## src/rtl/alu_arbiter.sv

```systemverilog
// alu_arbiter: round-robin arbiter that shares one combinational ALU between
// the EX stage (requester 0) and the aux/debug port (requester 1).
// Ports:
//   clk, reset                     clock, synchronous active-high reset
//   reqN_valid/ready               request handshake (ready is combinational)
//   reqN_control/operand_1/2/shamt request payload
//   alu_control/operand_1/2/shamt  registered operation driven into the ALU
//   alu_result, alu_status         combinational ALU outputs
//   rsp_valid/ready                response handshake with backpressure
//   rsp_id/result/status           captured response payload
//   err_clear, err_count           saturating overflow/div_zero event counter
module alu_arbiter (
    input  logic        clk,
    input  logic        reset,
    input  logic        req0_valid,
    output logic        req0_ready,
    input  logic [3:0]  req0_control,
    input  logic [31:0] req0_operand_1,
    input  logic [31:0] req0_operand_2,
    input  logic [4:0]  req0_shamt,
    input  logic        req1_valid,
    output logic        req1_ready,
    input  logic [3:0]  req1_control,
    input  logic [31:0] req1_operand_1,
    input  logic [31:0] req1_operand_2,
    input  logic [4:0]  req1_shamt,
    output logic [3:0]  alu_control,
    output logic [31:0] alu_operand_1,
    output logic [31:0] alu_operand_2,
    output logic [4:0]  alu_shamt,
    input  logic [31:0] alu_result,
    input  logic [7:0]  alu_status,
    output logic        rsp_valid,
    input  logic        rsp_ready,
    output logic        rsp_id,
    output logic [31:0] rsp_result,
    output logic [7:0]  rsp_status,
    input  logic        err_clear,
    output logic [7:0]  err_count
);
    localparam logic [3:0] OP_DIV     = 4'b0100;
    localparam logic [7:0] ST_DIVZERO = 8'h04;
    localparam logic [7:0] ERR_MAX    = 8'hFF;

    typedef enum logic [1:0] {
        IDLE = 2'd0,
        EXEC = 2'd1,
        RESP = 2'd2
    } state_t;

    state_t      state;
    state_t      state_nxt;
    logic        rr_ptr;
    logic        id_q;
    logic        grant_valid;
    logic        grant_id;
    logic        div_zero;
    logic [31:0] cap_result;
    logic [7:0]  cap_status;
    logic        err_event;

    // State register
    always_ff @(posedge clk) begin
        if (reset) begin
            state <= IDLE;
        end else begin
            state <= state_nxt;
        end
    end

    // Next-state logic
    always_comb begin
        state_nxt = state;
        case (state)
            IDLE:    if (grant_valid) state_nxt = EXEC;
            EXEC:    state_nxt = RESP;
            RESP:    if (rsp_ready) state_nxt = IDLE;
            default: state_nxt = IDLE;
        endcase
    end

    // Grant/ready decode; rr_ptr only breaks ties when both requesters are valid
    always_comb begin
        grant_valid = 1'b0;
        grant_id    = 1'b0;
        if ((state == IDLE) && !reset) begin
            if (req0_valid && req1_valid) begin
                grant_valid = 1'b1;
                grant_id    = rr_ptr;
            end else if (req0_valid) begin
                grant_valid = 1'b1;
                grant_id    = 1'b0;
            end else if (req1_valid) begin
                grant_valid = 1'b1;
                grant_id    = 1'b1;
            end
        end
        req0_ready = grant_valid && !grant_id;
        req1_ready = grant_valid && grant_id;
    end

    // Divide by zero leaves the ALU result undefined; substitute a clean response
    always_comb begin
        div_zero   = (alu_control == OP_DIV) && (alu_operand_2 == 32'd0);
        cap_result = div_zero ? 32'd0 : alu_result;
        cap_status = div_zero ? ST_DIVZERO : alu_status;
        err_event  = cap_status[6] || cap_status[2];
    end

    // Issue registers, response capture and error counter
    always_ff @(posedge clk) begin
        if (reset) begin
            rr_ptr        <= 1'b0;
            id_q          <= 1'b0;
            alu_control   <= 4'd0;
            alu_operand_1 <= 32'd0;
            alu_operand_2 <= 32'd0;
            alu_shamt     <= 5'd0;
            rsp_valid     <= 1'b0;
            rsp_id        <= 1'b0;
            rsp_result    <= 32'd0;
            rsp_status    <= 8'd0;
            err_count     <= 8'd0;
        end else begin
            if (grant_valid) begin
                alu_control   <= grant_id ? req1_control   : req0_control;
                alu_operand_1 <= grant_id ? req1_operand_1 : req0_operand_1;
                alu_operand_2 <= grant_id ? req1_operand_2 : req0_operand_2;
                alu_shamt     <= grant_id ? req1_shamt     : req0_shamt;
                id_q          <= grant_id;
                rr_ptr        <= ~grant_id;
            end

            if (state == EXEC) begin
                rsp_valid  <= 1'b1;
                rsp_id     <= id_q;
                rsp_result <= cap_result;
                rsp_status <= cap_status;
            end else if ((state == RESP) && rsp_ready) begin
                rsp_valid  <= 1'b0;
            end

            if (err_clear) begin
                err_count <= 8'd0;
            end else if ((state == EXEC) && err_event && (err_count != ERR_MAX)) begin
                err_count <= err_count + 8'd1;
            end
        end
    end
endmodule

```

## config.mk

```make
export PLATFORM = sky130hd
export DESIGN_NAME = alu_arbiter
export DESIGN_NICKNAME = d
export VERILOG_FILES = /design/src/rtl/alu_arbiter.sv
export SDC_FILE = /design/constraint.sdc
export NUM_CORES = 1
export LEC_CHECK = 0
export CORE_AREA = 3 3 121 123
export CTS_CLUSTER_SIZE = 28
export DETAILED_ROUTE_END_ITERATION = 10
export DIE_AREA = 0 0 124 126
export PLACE_DENSITY_LB_ADDON = 0.2
export SLEW_MARGIN = 20
export SYNTH_ARGS = -nofsm -noshare
export SYNTH_HDL_FRONTEND = slang
export SYNTH_SLANG_ARGS = --single-unit
export TNS_END_PERCENT = 20
```

## constraint.sdc

```tcl
create_clock -name clk -period 3 [get_ports clk]
set_clock_uncertainty 0.05 [all_clocks]
set_input_delay 0.9 -clock clk [delete_from_list [all_inputs] [get_ports clk]]
set_output_delay 0.9 -clock clk [all_outputs]
set_load 0.02 [all_outputs]
```

==> reports/qor.yml, run 1 <==
place:
  dpl.cell_count: 1062
  place_area_sq_mm: 0.00834
  dpl.hpwl_mm: 13.8
  gp_congestion: 0.801
  portBuffers: 316
clock_network:
  clock_sinks: 127
  cts_buffer_depth: 2
  hold_buffers: 0
  cts_root_buffer: "clkbuf_16"
  insertion_delay_ps: 410
  cts_buffers: 17
  cts_tree: "built"
  h-tree-depth: 4
  clkTransAtPathRegs_ps: 50
worst_setup_path:
  worstPathMaxFanout: 3
  critical_path_class: "in2out"
  arrival_ps: 1970
  end_kind: "output port"
  required_ps: 2050
  cp-start-kind: "input pin"
logic_synthesis:
  syn_area_per_cell_sq_um: 8.41
  synthesis.area_sq_mm: 0.00510
  yosysUniqueCellTypes: 36
  syn_inst: 606
  synth_top_area_share_pct: 49.9
  ys_seq_area_share_pct: 49.9
  yosys.area.top_type: "dfxtp_1"
  synth.ff_latch_count: 127
  synthTopCellsByArea: "dfxtp_1, a21oi_1, a22oi_1"
  ys_warn_count: 0
  synth_nets: 799
timing:
  finalHoldViolCount: 0
  relSlewSlack_pct: 41.4
  tightest_slew_ps: 879
  min_period_ps: 2920
  finalMaxSlewViolations: 0
  setup_viol: 0
  rsz0062_at_grt: "false"
  layout_worst_path_cycle_share_pct: 97.3
  max_freq_ghz: 0.343
layout:
  area_growth_pct: 75.9
  instances_no_fill: 1093
  layout_commonest_cell: "clkdlybuf4s50_1"
  diodes: 0
  mostFrequentLayoutCells: "clkdlybuf4s50_1, dfxtp_1, nand2_1"
  fin_util_pct: 65.1
  nNetsFinal: 1094
  drive_gt1_share_pct: 5.48
  final_area_sq_mm: 0.00896
grt:
  grt_pass1_vias: 5826
  grt_max_degree: 80
  grt_pass1_wl_mm: 30.3
  antenna_found_initial: 0
  grt.total_usage_pct: 24.8
  gr-total-overflow: 0
floorplanning:
  rows: 43
  start_util_pct: 37.0
  die_x_um: 124
  core_area_sq_mm: 0.0138
  ios: 317
  die_area_sq_mm: 0.0156
  die_h_um: 126
run_status:
  status: "finished clean"
power:
  p_per_area_mw_per_mm2: 580
  p_leak_nw: 3.16
  ir_drop_mv: 0.346
routing:
  drt_pass1_iterations: 5
  drt_iter0_markers: 436
  num_vias: 5850
  wl_mm: 19.7
  drc_errors: 0
  post_drt_wl_per_cell_um: 18.0
  drtAntennaViolNets: 0
  viasPerCell: 5.35
flow_run:
  cap_violations: 0
hold_path:
  hold_class: "reg2reg"
[per-layer routing]
metal  track usage [%]  share of wire [%]  wire [um]  vias to the layer above
li1                  -                  -          -                     2767
met1              28.5                 38       7450                     2754
met2              41.5                 49       9730                      277
met3              8.35                9.1       1800                       52
met4              11.0                3.5        687                        0
met5                 0                  0          0                        -
[sequential cells by signal (all words and copies together), names as in the netlist]
signal,cells
rsp_result,32
rsp_valid,1
alu_control,4
err_count,8
alu_operand_2,32
rsp_id,1
id_q,1
rsp_status,8
alu_shamt,5
rr_ptr,1
alu_operand_1,32
state,2
[cells by family (layout without fill, tap and decap cells)]
| logic type | after synthesis | count (layout) | synth area share [%] |
|---|---|---|---|
| adders and majority gates | 1 | 1 | 0.245 |
| muxes | 7 | 7 | 1.37 |
| and+or+nand+nor | 210 | 210 | 19.1 |
| buffers and inverters | 58 | 365 | 5.35 |
| AOI/OAI and AO/OA | 203 | 203 | 24.1 |
| DFF | 127 | 127 | 49.9 |
[path summary, 6_finish.rpt]
check | start | endpoint | slack, ps | depth (start not counted)
setup / recovery | req0_valid | req0_ready | 80 | 5
hold / removal | rsp_result[5] | rsp_result[5] | 400 | 2
setup reg to reg | state[1] | alu_operand_2[12] | 930 | 7
hold reg to reg | rsp_result[5] | rsp_result[5] | 400 | 2
[layout make-up]
type	count	area (sq um)
inverters	5	18.8
repair buffers	329	3250
well taps	180	225
flip-flops and latches	127	2540
multi-input cells	421	2300
clock buffers	25	475
clock inverters	6	155
fillers	1136	4810
[synth_stat cells]
library cell / count
and4b_1: 1
buf_2: 14
a21oi_1: 118
nor2_2: 1
a21boi_1: 1
nor4_1: 13
o21ai_1: 1
or3_1: 5
ha_1: 1
o21ai_0: 2
and4_1: 4
and2b_1: 1
nand4_2: 1
a22oi_1: 73
nand3b_1: 2
buf_4: 8
and3_1: 2
a211oi_1: 3
inv_1: 5
a311oi_1: 2
buf_6: 1
nand3_1: 41
mux2i_1: 7
nor2_1: 6
clkbuf_1: 30
nand2_1: 125
nor4b_1: 1
o21ai_2: 1
nand4_1: 2
nand2b_1: 2
a21o_1: 1
a21oi_2: 1
or3b_2: 1
dfxtp_1: 127
or3_4: 1
nor3_2: 1
[stage by stage]
stage	setup slack, ps	power (mW)	hold WS [ps]	TNS (ps)
after floorplan	344	2.42	382	0
after global placement	-376	3.00	387	-686
after detailed placement	-362	3.02	392	-660
after CTS	76.3	5.25	400	0
after global routing	22.7	5.42	418	0
final	81.3	5.20	400	0
[where the power goes]
| part | switching (mW) | leakage [nW] | internal [mW] | total (mW) |
|---|---|---|---|---|
| Sequential | 0.0931 | 1.04 | 1.82 | 1.91 |
| Clock | 0.700 | 0.306 | 1.51 | 2.21 |
| Combinational | 0.516 | 1.82 | 0.563 | 1.08 |
[critical path: stages]
cell and delay, ps:
clkdlybuf4s50_1 470, nand2b_1 50, and3_2 240, nor2_4 130
buf_2 170
[timing repair]
item,4_1_cts,5_1_grt
buffers inserted,0,0
endpoints found under the hold margin,0,0
setup endpoints to repair,2,0
resized for setup,8,0
Note: power is estimated with default switching activity, not from simulation.
==> run 2: changes to the inputs <==
--- a/config.mk
+++ b/config.mk
@@ -9,6 +9,7 @@
 export CTS_CLUSTER_SIZE = 28
 export DETAILED_ROUTE_END_ITERATION = 10
 export DIE_AREA = 0 0 124 126
+export HOLD_SLACK_MARGIN = 0.12
 export PLACE_DENSITY_LB_ADDON = 0.2
 export SLEW_MARGIN = 20
 export SYNTH_ARGS = -nofsm -noshare
==> results of run 2 <==
No change in the layout: final DEF, timing and power equal those of run 1.
==> run 3: changes to the inputs <==
--- a/config.mk
+++ b/config.mk
@@ -11,6 +11,7 @@
 export DIE_AREA = 0 0 124 126
 export HOLD_SLACK_MARGIN = 0.12
 export PLACE_DENSITY_LB_ADDON = 0.2
+export SETUP_SLACK_MARGIN = 0.4
 export SLEW_MARGIN = 20
 export SYNTH_ARGS = -nofsm -noshare
 export SYNTH_HDL_FRONTEND = slang
==> run 3 against run 2 <==
Effect of this change: register-to-register slack gained 100 ps; sequential power is essentially flat; global-route usage shrank 0.45 points; fmax grew 13%; critical endpoint unchanged; largest cell class unchanged.
==> reports/qor.yml, run 3 (synthesis gave the netlist of run 1 again) <==
grt:
  grt_max_degree: 77
  grt.total_usage_pct: 24.3
  gr-total-overflow: 0
  grt_pass1_vias: 5763
  antenna_found_initial: 0
  grt_pass1_wl_mm: 29.7
layout:
  mostFrequentLayoutCells: "clkdlybuf4s50_1, dfxtp_1, nand2_1"
  diodes: 0
  instances_no_fill: 1095
  final_area_sq_mm: 0.00900
  drive_gt1_share_pct: 6.34
  layout_commonest_cell: "clkdlybuf4s50_1"
  nNetsFinal: 1095
  area_growth_pct: 76.6
  reg.largest.list: "alu_operand_1 (32), alu_operand_2 (32), rsp_result (32)"
power:
  p_per_area_mw_per_mm2: 574
  p_int_mw: 3.80
  pwr-share-seq_pct: 36.9
  comb_power_share_pct: 21.0
  ir_drop_mv: 0.353
  power_switching_mw: 1.37
  sw_frac_of_total_pct: 26.6
  p_leak_nw: 3.17
  clockPowerShare_pct: 42.1
clock_network:
  h-tree-depth: 4
  hold_buffers: 0
  cts_buffers: 17
  clkTransAtPathRegs_ps: 60
  insertion_delay_ps: 410
  clock_sinks: 127
  cts_tree: "built"
  cts_buffer_depth: 2
  cts_root_buffer: "clkbuf_16"
timing:
  finalMaxSlewViolations: 0
  setup_tns_ps: 0
  relSlewSlack_pct: 44.2
  max_freq_ghz: 0.388
  min_period_ps: 2580
  setup_viol: 0
  rsz0062_at_grt: "true"
  tightest_slew_ps: 837
  finalHoldViolCount: 0
  layout_worst_path_cycle_share_pct: 86.0
worst_setup_path:
  crit_path_max_incr_delay_ps: 260
  end_kind: "output port"
  required_ps: 2050
  reg2reg_slack_ps: 1030
  arrival_ps: 1630
  path_buf_inv: 2
  slowest_stage: "and3_4"
  cp-start-kind: "input pin"
  critical_path_class: "in2out"
  worstPathMaxFanout: 4
  crit_chain: "buf_4 -> nor3_4 -> and3_4 -> nor2_4 -> buf_6"
  crit_family: "simple AND/OR/NAND/NOR gates"
floorplanning:
  ios: 317
  rows: 43
  die_h_um: 126
  start_util_pct: 37.0
  core_area_sq_mm: 0.0138
  die_area_sq_mm: 0.0156
  die_x_um: 124
place:
  dpl.cell_count: 1060
  portBuffers: 316
  dpl.hpwl_mm: 13.9
  gp_congestion: 0.865
  place_area_sq_mm: 0.00834
routing:
  viasPerCell: 5.27
  wl_mm: 19.5
  post_drt_wl_per_cell_um: 17.8
  drt_pass1_iterations: 4
  drt_iter0_markers: 354
  num_vias: 5770
  drc_errors: 0
  drtAntennaViolNets: 0
run_status:
  status: "finished clean"
hold_path:
  hold_class: "reg2reg"
flow_run:
  cap_violations: 0
[run 3: tightest hold or removal path, stage by stage, from the launching register on]
cell	delay [ps]
dfxtp_1	300
nand2_1	50
a21oi_1	50
[run 3: repair_timing]
action / 4_1_cts / 5_1_grt
gates cloned: 0 / 0
endpoints found under the hold margin: 0 / 0
resized for setup: 5 / 1
pin swaps: 3 / 3
setup endpoints to repair: 2 / 1
setup buffers: 1 / 2
[run 3: cell type report]
type	count	area, sq um
inverters	5	18.8
well taps	180	225
clock inverters	14	191
repair buffers	330	3280
clock buffers	18	439
flip-flops and latches	127	2540
multi-input cells	421	2310
fillers	1147	4770
[run 3: final timing paths]
kind	start	endpoint	cells past startpoint
min reg2reg	rsp_status[5]	rsp_status[5]	2
max	reset	req0_ready	5
min	rsp_status[5]	rsp_status[5]	2
max reg2reg	alu_operand_2[30]	err_count[5]	5
[run 3: power groups by stage]
stage / clock network [mW] / registers [mW] / logic, mW
floorplan: 0 / 2.07 / 0.350
global placement: 0 / 1.93 / 1.06
detailed placement: 0 / 1.94 / 1.08
CTS: 2.22 / 1.91 / 1.09
global route: 2.30 / 1.92 / 1.16
finish: 2.18 / 1.91 / 1.09
[run 3: per-layer routing]
layer / global-route usage, % / vias to the layer above / routed length, um / part of all wire, %
li1: - / 2774 / - / -
met1: 27.4 / 2707 / 7280 / 37
met2: 40.9 / 249 / 9870 / 51
met3: 8.31 / 40 / 1600 / 8.2
met4: 11.6 / 0 / 718 / 3.7
met5: 0 / - / 0 / 0
[run 3: stage by stage]
| stage | hold WS, ps | setup WS [ps] | util, % | power, mW |
|---|---|---|---|---|
| finish | 399 | 420 | 65.4 | 5.17 |
| global route | 415 | 386 | 65.4 | 5.38 |
| CTS | 400 | 418 | 65.2 | 5.21 |
| detailed placement | 392 | 41.2 | 60.5 | 3.02 |
| global placement | 388 | 44.7 | 60.5 | 3.00 |
| floorplan | 382 | 402 | - | 2.42 |
